--- src/rtl/countdown_timer.sv ---
// countdown_timer -- mm:ss BCD countdown timer.
//
// Loaded with a start time, decrements once per prescaler tick while running,
// and pulses done for one cycle when the count reaches 00:00. Digit layout
// matches the stopwatch so both can share the same display path.
//
// Parameters:
//   TICK_DIV  clock cycles per one-second tick (>= 1; 1 = decrement every clock)
//   DIV_W     prescaler width, 2**DIV_W >= TICK_DIV
//
// Ports:
//   clk      in   system clock, rising edge
//   reset    in   synchronous, active-high reset
//   load     in   latch ld_* (clamped to legal BCD) as the new start time
//   start    in   begin or resume counting
//   pause    in   halt counting, hold value (wins over start)
//   ld_m1/ld_m2/ld_s1/ld_s2   in   load digits (tens min, min, tens sec, sec)
//   m1/m2/s1/s2               out  current digits
//   running  out  high while in RUN
//   done     out  one-cycle pulse on expiry
//
// Optional feature macro: COUNTDOWN_AUTORELOAD_EN
//   When defined, expiry pulses done but the following edge reloads the digits
//   from the reload register and counting continues (unless that register is
//   00:00, in which case the timer ends in DONE as usual).
module countdown_timer #(
   parameter int TICK_DIV = 1,
   parameter int DIV_W    = 16
) (
   input  logic       clk,
   input  logic       reset,
   input  logic       load,
   input  logic       start,
   input  logic       pause,
   input  logic [2:0] ld_m1,
   input  logic [3:0] ld_m2,
   input  logic [2:0] ld_s1,
   input  logic [3:0] ld_s2,
   output logic [2:0] m1,
   output logic [3:0] m2,
   output logic [2:0] s1,
   output logic [3:0] s2,
   output logic       running,
   output logic       done
);

   typedef enum logic [1:0] {IDLE, RUN, PAUSED, DONE} state_t;

   localparam logic [DIV_W-1:0] TICK_LAST = DIV_W'(TICK_DIV - 1);

   state_t           state_q, state_d;
   logic [2:0]       m1_q, m1_d, s1_q, s1_d;
   logic [3:0]       m2_q, m2_d, s2_q, s2_d;
   logic [2:0]       rl_m1_q, rl_m1_d, rl_s1_q, rl_s1_d;
   logic [3:0]       rl_m2_q, rl_m2_d, rl_s2_q, rl_s2_d;
   logic [DIV_W-1:0] presc_q, presc_d;
   logic             running_q, running_d;
   logic             done_q, done_d;

   // decremented value and borrow chain
   logic [2:0] dec_m1, dec_s1;
   logic [3:0] dec_m2, dec_s2;
   logic       b_s2, b_s1, b_m2;
   logic       dec_zero, cur_zero;
   logic [2:0] cl_m1, cl_s1;
   logic [3:0] cl_m2, cl_s2;

   function automatic logic [3:0] clamp9(input logic [3:0] v);
      return (v > 4'd9) ? 4'd9 : v;
   endfunction

   function automatic logic [2:0] clamp5(input logic [2:0] v);
      return (v > 3'd5) ? 3'd5 : v;
   endfunction

   always_comb begin
      cl_m1 = clamp5(ld_m1);
      cl_m2 = clamp9(ld_m2);
      cl_s1 = clamp5(ld_s1);
      cl_s2 = clamp9(ld_s2);

      b_s2   = (s2_q == 4'd0);
      dec_s2 = b_s2 ? 4'd9 : s2_q - 4'd1;
      b_s1   = b_s2 && (s1_q == 3'd0);
      dec_s1 = b_s2 ? ((s1_q == 3'd0) ? 3'd5 : s1_q - 3'd1) : s1_q;
      b_m2   = b_s1 && (m2_q == 4'd0);
      dec_m2 = b_s1 ? ((m2_q == 4'd0) ? 4'd9 : m2_q - 4'd1) : m2_q;
      dec_m1 = b_m2 ? m1_q - 3'd1 : m1_q;

      dec_zero = (dec_m1 == 3'd0) && (dec_m2 == 4'd0) &&
                 (dec_s1 == 3'd0) && (dec_s2 == 4'd0);
      cur_zero = (m1_q == 3'd0) && (m2_q == 4'd0) &&
                 (s1_q == 3'd0) && (s2_q == 4'd0);
   end

`ifdef COUNTDOWN_AUTORELOAD_EN
   logic rl_zero;
   assign rl_zero = (rl_m1_q == 3'd0) && (rl_m2_q == 4'd0) &&
                    (rl_s1_q == 3'd0) && (rl_s2_q == 4'd0);
`endif

   always_comb begin
      state_d = state_q;
      m1_d    = m1_q;
      m2_d    = m2_q;
      s1_d    = s1_q;
      s2_d    = s2_q;
      rl_m1_d = rl_m1_q;
      rl_m2_d = rl_m2_q;
      rl_s1_d = rl_s1_q;
      rl_s2_d = rl_s2_q;
      presc_d = presc_q;
      done_d  = 1'b0;

      if (load) begin
         m1_d    = cl_m1;
         m2_d    = cl_m2;
         s1_d    = cl_s1;
         s2_d    = cl_s2;
         rl_m1_d = cl_m1;
         rl_m2_d = cl_m2;
         rl_s1_d = cl_s1;
         rl_s2_d = cl_s2;
         presc_d = '0;
         state_d = IDLE;
      end else begin
         case (state_q)
            IDLE, PAUSED: begin
               // pause beats start; starting from 00:00 expires immediately
               if (start && !pause) begin
                  if (cur_zero) begin
                     state_d = DONE;
                     done_d  = 1'b1;
                  end else begin
                     state_d = RUN;
                  end
               end
            end
            RUN: begin
               if (pause) begin
                  state_d = PAUSED;
`ifdef COUNTDOWN_AUTORELOAD_EN
               end else if (cur_zero) begin
                  // 00:00 shown for one cycle after expiry, now restart
                  m1_d    = rl_m1_q;
                  m2_d    = rl_m2_q;
                  s1_d    = rl_s1_q;
                  s2_d    = rl_s2_q;
                  presc_d = '0;
`endif
               end else if (presc_q == TICK_LAST) begin
                  presc_d = '0;
                  m1_d    = dec_m1;
                  m2_d    = dec_m2;
                  s1_d    = dec_s1;
                  s2_d    = dec_s2;
                  if (dec_zero) begin
                     done_d = 1'b1;
`ifdef COUNTDOWN_AUTORELOAD_EN
                     if (rl_zero) state_d = DONE;
`else
                     state_d = DONE;
`endif
                  end
               end else begin
                  presc_d = presc_q + DIV_W'(1);
               end
            end
            default: ; // DONE holds 00:00 until load
         endcase
      end

      running_d = (state_d == RUN);
   end

   always_ff @(posedge clk) begin
      if (reset) begin
         state_q   <= IDLE;
         m1_q      <= '0;
         m2_q      <= '0;
         s1_q      <= '0;
         s2_q      <= '0;
         rl_m1_q   <= '0;
         rl_m2_q   <= '0;
         rl_s1_q   <= '0;
         rl_s2_q   <= '0;
         presc_q   <= '0;
         running_q <= 1'b0;
         done_q    <= 1'b0;
      end else begin
         state_q   <= state_d;
         m1_q      <= m1_d;
         m2_q      <= m2_d;
         s1_q      <= s1_d;
         s2_q      <= s2_d;
         rl_m1_q   <= rl_m1_d;
         rl_m2_q   <= rl_m2_d;
         rl_s1_q   <= rl_s1_d;
         rl_s2_q   <= rl_s2_d;
         presc_q   <= presc_d;
         running_q <= running_d;
         done_q    <= done_d;
      end
   end

   assign m1      = m1_q;
   assign m2      = m2_q;
   assign s1      = s1_q;
   assign s2      = s2_q;
   assign running = running_q;
   assign done    = done_q;

endmodule

--- config.mk ---
export PLATFORM = sky130hd
export DESIGN_NAME = countdown_timer
export DESIGN_NICKNAME = d
export VERILOG_FILES = /design/src/rtl/countdown_timer.sv
export SDC_FILE = /design/constraint.sdc
export NUM_CORES = 1
export LEC_CHECK = 0
export CAP_MARGIN = 15
export CORE_ASPECT_RATIO = 0.6
export CORE_MARGIN = 3
export CORE_UTILIZATION = 50
export CTS_CLUSTER_SIZE = 28
export DETAILED_ROUTE_END_ITERATION = 10
export PLACE_DENSITY = 0.85
export SYNTH_ARGS = -nofsm -noshare
export SYNTH_HDL_FRONTEND = slang
export SYNTH_SLANG_ARGS = --single-unit
--- constraint.sdc ---
create_clock -name clk -period 4.4 [get_ports clk]
set_input_delay 1.1 -clock clk [delete_from_list [all_inputs] [get_ports clk]]
set_output_delay 1.1 -clock clk [all_outputs]
set_load 0.05 [all_outputs]
==> run summary <==
The setup check on the worst reg-to-reg path leaves a slack of around 2300 ps. The number of buffer cells added on primary ports came out at 34. The number of DRC violations after detailed routing is 0.

The actual transition at the worst max-transition pin is around 560 ps. The library cells used most frequently in the layout, excluding fill and tap cells, are nor2_1, dfxtp_1, clkdlybuf4s50_1. The register bit total from synthesis came out at 34. The family with the most delay on the worst path is buffers and inverters. The count of unique library cells instantiated by Yosys came out at just under 50. STA classifies the critical path startpoint as a flop. The data required time at the worst endpoint is between 3000 and 4000 ps. The cell count of the worst reg-to-reg path came out at 7. The netlist area before placement is approximately 1900 um2.

The number of global-route vias before repair was between 1500 and 2000. STA classifies the critical path endpoint as a primary output. The placer congestion estimate is 0.8847. The largest voltage drop on the vdd net is around 0.00017 V. The first-pass GRT wire length is ~7.6 mm. The post-CTS setup buffer count is 0.

The share of cells above drive strength 1 is about 8.3%. The worst setup path endpoint is s2[0]. The number of iterations in the first detailed-routing pass came out at 4. Walking the worst path, the cells encountered are clkdlybuf4s50_1. The most frequent standard cell in the layout excluding fill and tap cells is nor2_1. The number of endpoints with negative hold slack in the final report came out at 0. The final clock period utilization by the worst path is a little under two thirds. The count of filler cells inserted in the layout came out at just over 300. The fraction of synthesis flops using an asynchronous set or reset pin came out at 0%. Setup repair after global routing left no endpoint under its margin. Dividing the detail-routed wire length by the instance count gives approximately 15 um. Headroom to the max-slew limit came out at roughly 63%. The number of buffer and inverter instances along the worst setup path is 1. The time the worst path needs with I/O delays and setup came out at about 2800 ps. The Yosys warning count is 0.

The top-level port count is 35. The number of antenna violations at the first check in global routing is 0. In the final design database the tool counted 274 nets.

The areal power density over the cells came out at between 300 and 400 nW/um2. The worst register-to-register path ends at m1[0]. The number of instances in the synthesized netlist came out at 218.

The post-synthesis area per instance is between 8 and 9 um2. Setup violations remaining at the end of the flow were counted as 0. The number of synthesized flops with an enable pin is 0.

The area growth from synthesis to layout came out at 24.04%. The height of the die came out at 53.28 um. The H-tree was split into 2 levels. Along the worst path, the maximum fanout reaches 7. By area the synthesized netlist is led by dfxtp_1, nor2_1, xnor2_1.

The run finished with clean final reports. The number of nets handed over by synthesis was between 200 and 250. In this run the worst setup path begins at s2[0]. The final total power is about 0.70 mW. Counting along the longest clock path gives a buffer depth of 2.

The number of instances resized during post-cts repair came out at 0. The post-DP HPWL came out at around 3.3 mm. The largest individual stage delay along the critical path comes from the cell clkdlybuf4s50_1. The detailed router placed 1662 vias in this run. The number of clock buffers inserted by TritonCTS came out at 5. The number of max-slew violations in the final report came out at 0. In this run the remaining antenna-violating nets after routing total 0. The die width is about 85 um. The clock root buffer is clkbuf_8. The top cell type by total area after synthesis is dfxtp_1.

In this run the worst hold path is classified as flop to flop. 0 antenna diodes ended up in the layout. The total negative slack is 0 ps. The critical path is of the flop to primary output type.

Among all flip-flop cells after synthesis, the most frequent one is dfxtp_1. The CTS tree is done. Timing would allow up to 355.9 MHz. The overall routed net length came out at 4.490 mm. The count of hold-fix buffers inserted at cts came out at 0. For this design, the sink count on the clock tree is 34. The initial cell density of the core came out at a little over half. The source-to-sink clock delay at the later pin of the worst-skew pair came out at between 200 and 300 ps. The delay of the slowest cell on the worst path is 880 ps.

The leakage power came out at between 0.7 and 0.8 nW. Entering global routing, the biggest net connects 18 pins. The fraction of post-synthesis cell area in the top cell type by area is about 37%. The startpoint identified for the worst register-to-register timing path is presc_q[0].

In this run the number of cells on the critical path is 1. The routed via count divided by cell count is 5.596. The post-synthesis sequential area ratio is around 37%. At the worst endpoint, the arrival time is approximately 1700 ps. The iteration-0 DRC count of the detailed router came out at roughly 130.

The clock arrives with roughly 8.6 ps of skew. Clock-pin slew was measured on the worst setup and hold paths at approximately 70 ps. The area of the die came out at 4518 um2. Across every metal layer, demand over resource in global routing totals 21.82%. The total congestion overflow after global routing came out at 0. The core box area is 3403 um2. The floorplan has 16 rows.

The max capacitance violation total came out at 0.
routing by layer:
| metal | vias up | global-route usage (%) | wire length [um] |
|---|---|---|---|
| met1 | 765 | 32.40 | 2390 |
| met5 | - | 0 | 0 |
| li1 | 842 | - | - |
| met4 | 0 | 4.737 | 42 |
| met3 | 6 | 6.065 | 294 |
| met2 | 49 | 30.78 | 1763 |
per-stage QoR:
stage	util (%)	hold WS, ps	cell area, um2	worst slack, ps	std cells
after global routing	67.90	527.6	2311	1525	297
after floorplan	-	461.6	1863	1961	218
final	67.90	509.3	2311	1590	297
after global placement	65.22	475.8	2220	1468	289
after CTS	67.90	506.9	2311	1598	297
after detailed placement	65.22	489.5	2220	1371	289
registers in the layout, summed over array words and instances (netlist names):
signal and cells:
s2 4, state_q 2, running 1, m2 4, m1 3, s1 3, done 1, presc_q 16
layout make-up:
type | count | area, um2 | share of cell area [%]
Clock buffer | 7 | 86.33 | 3.736
Clock inverter | 1 | 5.005 | 0.2166
Inverter | 9 | 33.78 | 1.462
Multi-Input combinational cell | 167 | 1109 | 47.97
Sequential cell | 34 | 680.7 | 29.45
Tap cell | 45 | 56.30 | 2.436
Timing Repair Buffer | 34 | 340.3 | 14.73
cell usage after synthesis, types with 3 or more instances:
cell	number
clkbuf_1	5
or2_2	3
ha_1	4
inv_1	8
a21oi_1	8
nand2_1	14
nand4_1	4
mux2i_1	3
o21ai_0	6
xnor2_1	12
nand3_1	10
and3_1	3
dfxtp_1	34
nor2_1	35
nor4_1	4
a211oi_1	8
nor3_1	10
xor2_1	10
a21o_1	3
worst min path at each step:
stage	from	end	slack, ps	cells past startpoint
after CTS	presc_q[0]	presc_q[0]	510	2
final	presc_q[0]	presc_q[0]	510	2
after global routing	presc_q[1]	presc_q[1]	530	2
after global placement	presc_q[0]	presc_q[0]	480	2
after detailed placement	presc_q[0]	presc_q[0]	490	2
after floorplan	presc_q[1]	presc_q[1]	460	2
where the power goes:
group,internal (mW),switching [mW]
Clock,0.126,0.115
Combinational,0.0528,0.0742
Sequential,0.317,0.0141
Total,0.496,0.203
cell families after synthesis:
| group | count (synthesis) | synth area share, % |
|---|---|---|
| buffers and inverters | 17 | 3.962 |
| adder cells (fa/ha/maj) | 4 | 2.686 |
| AO/OA/AOI/OAI | 35 | 12.63 |
| multiplexers | 3 | 1.612 |
| AND/OR/NAND/NOR | 103 | 32.24 |
| XOR/XNOR | 22 | 10.34 |
| flip-flops | 34 | 36.53 |
No activity file was read; power rests on OpenSTA's default activity.
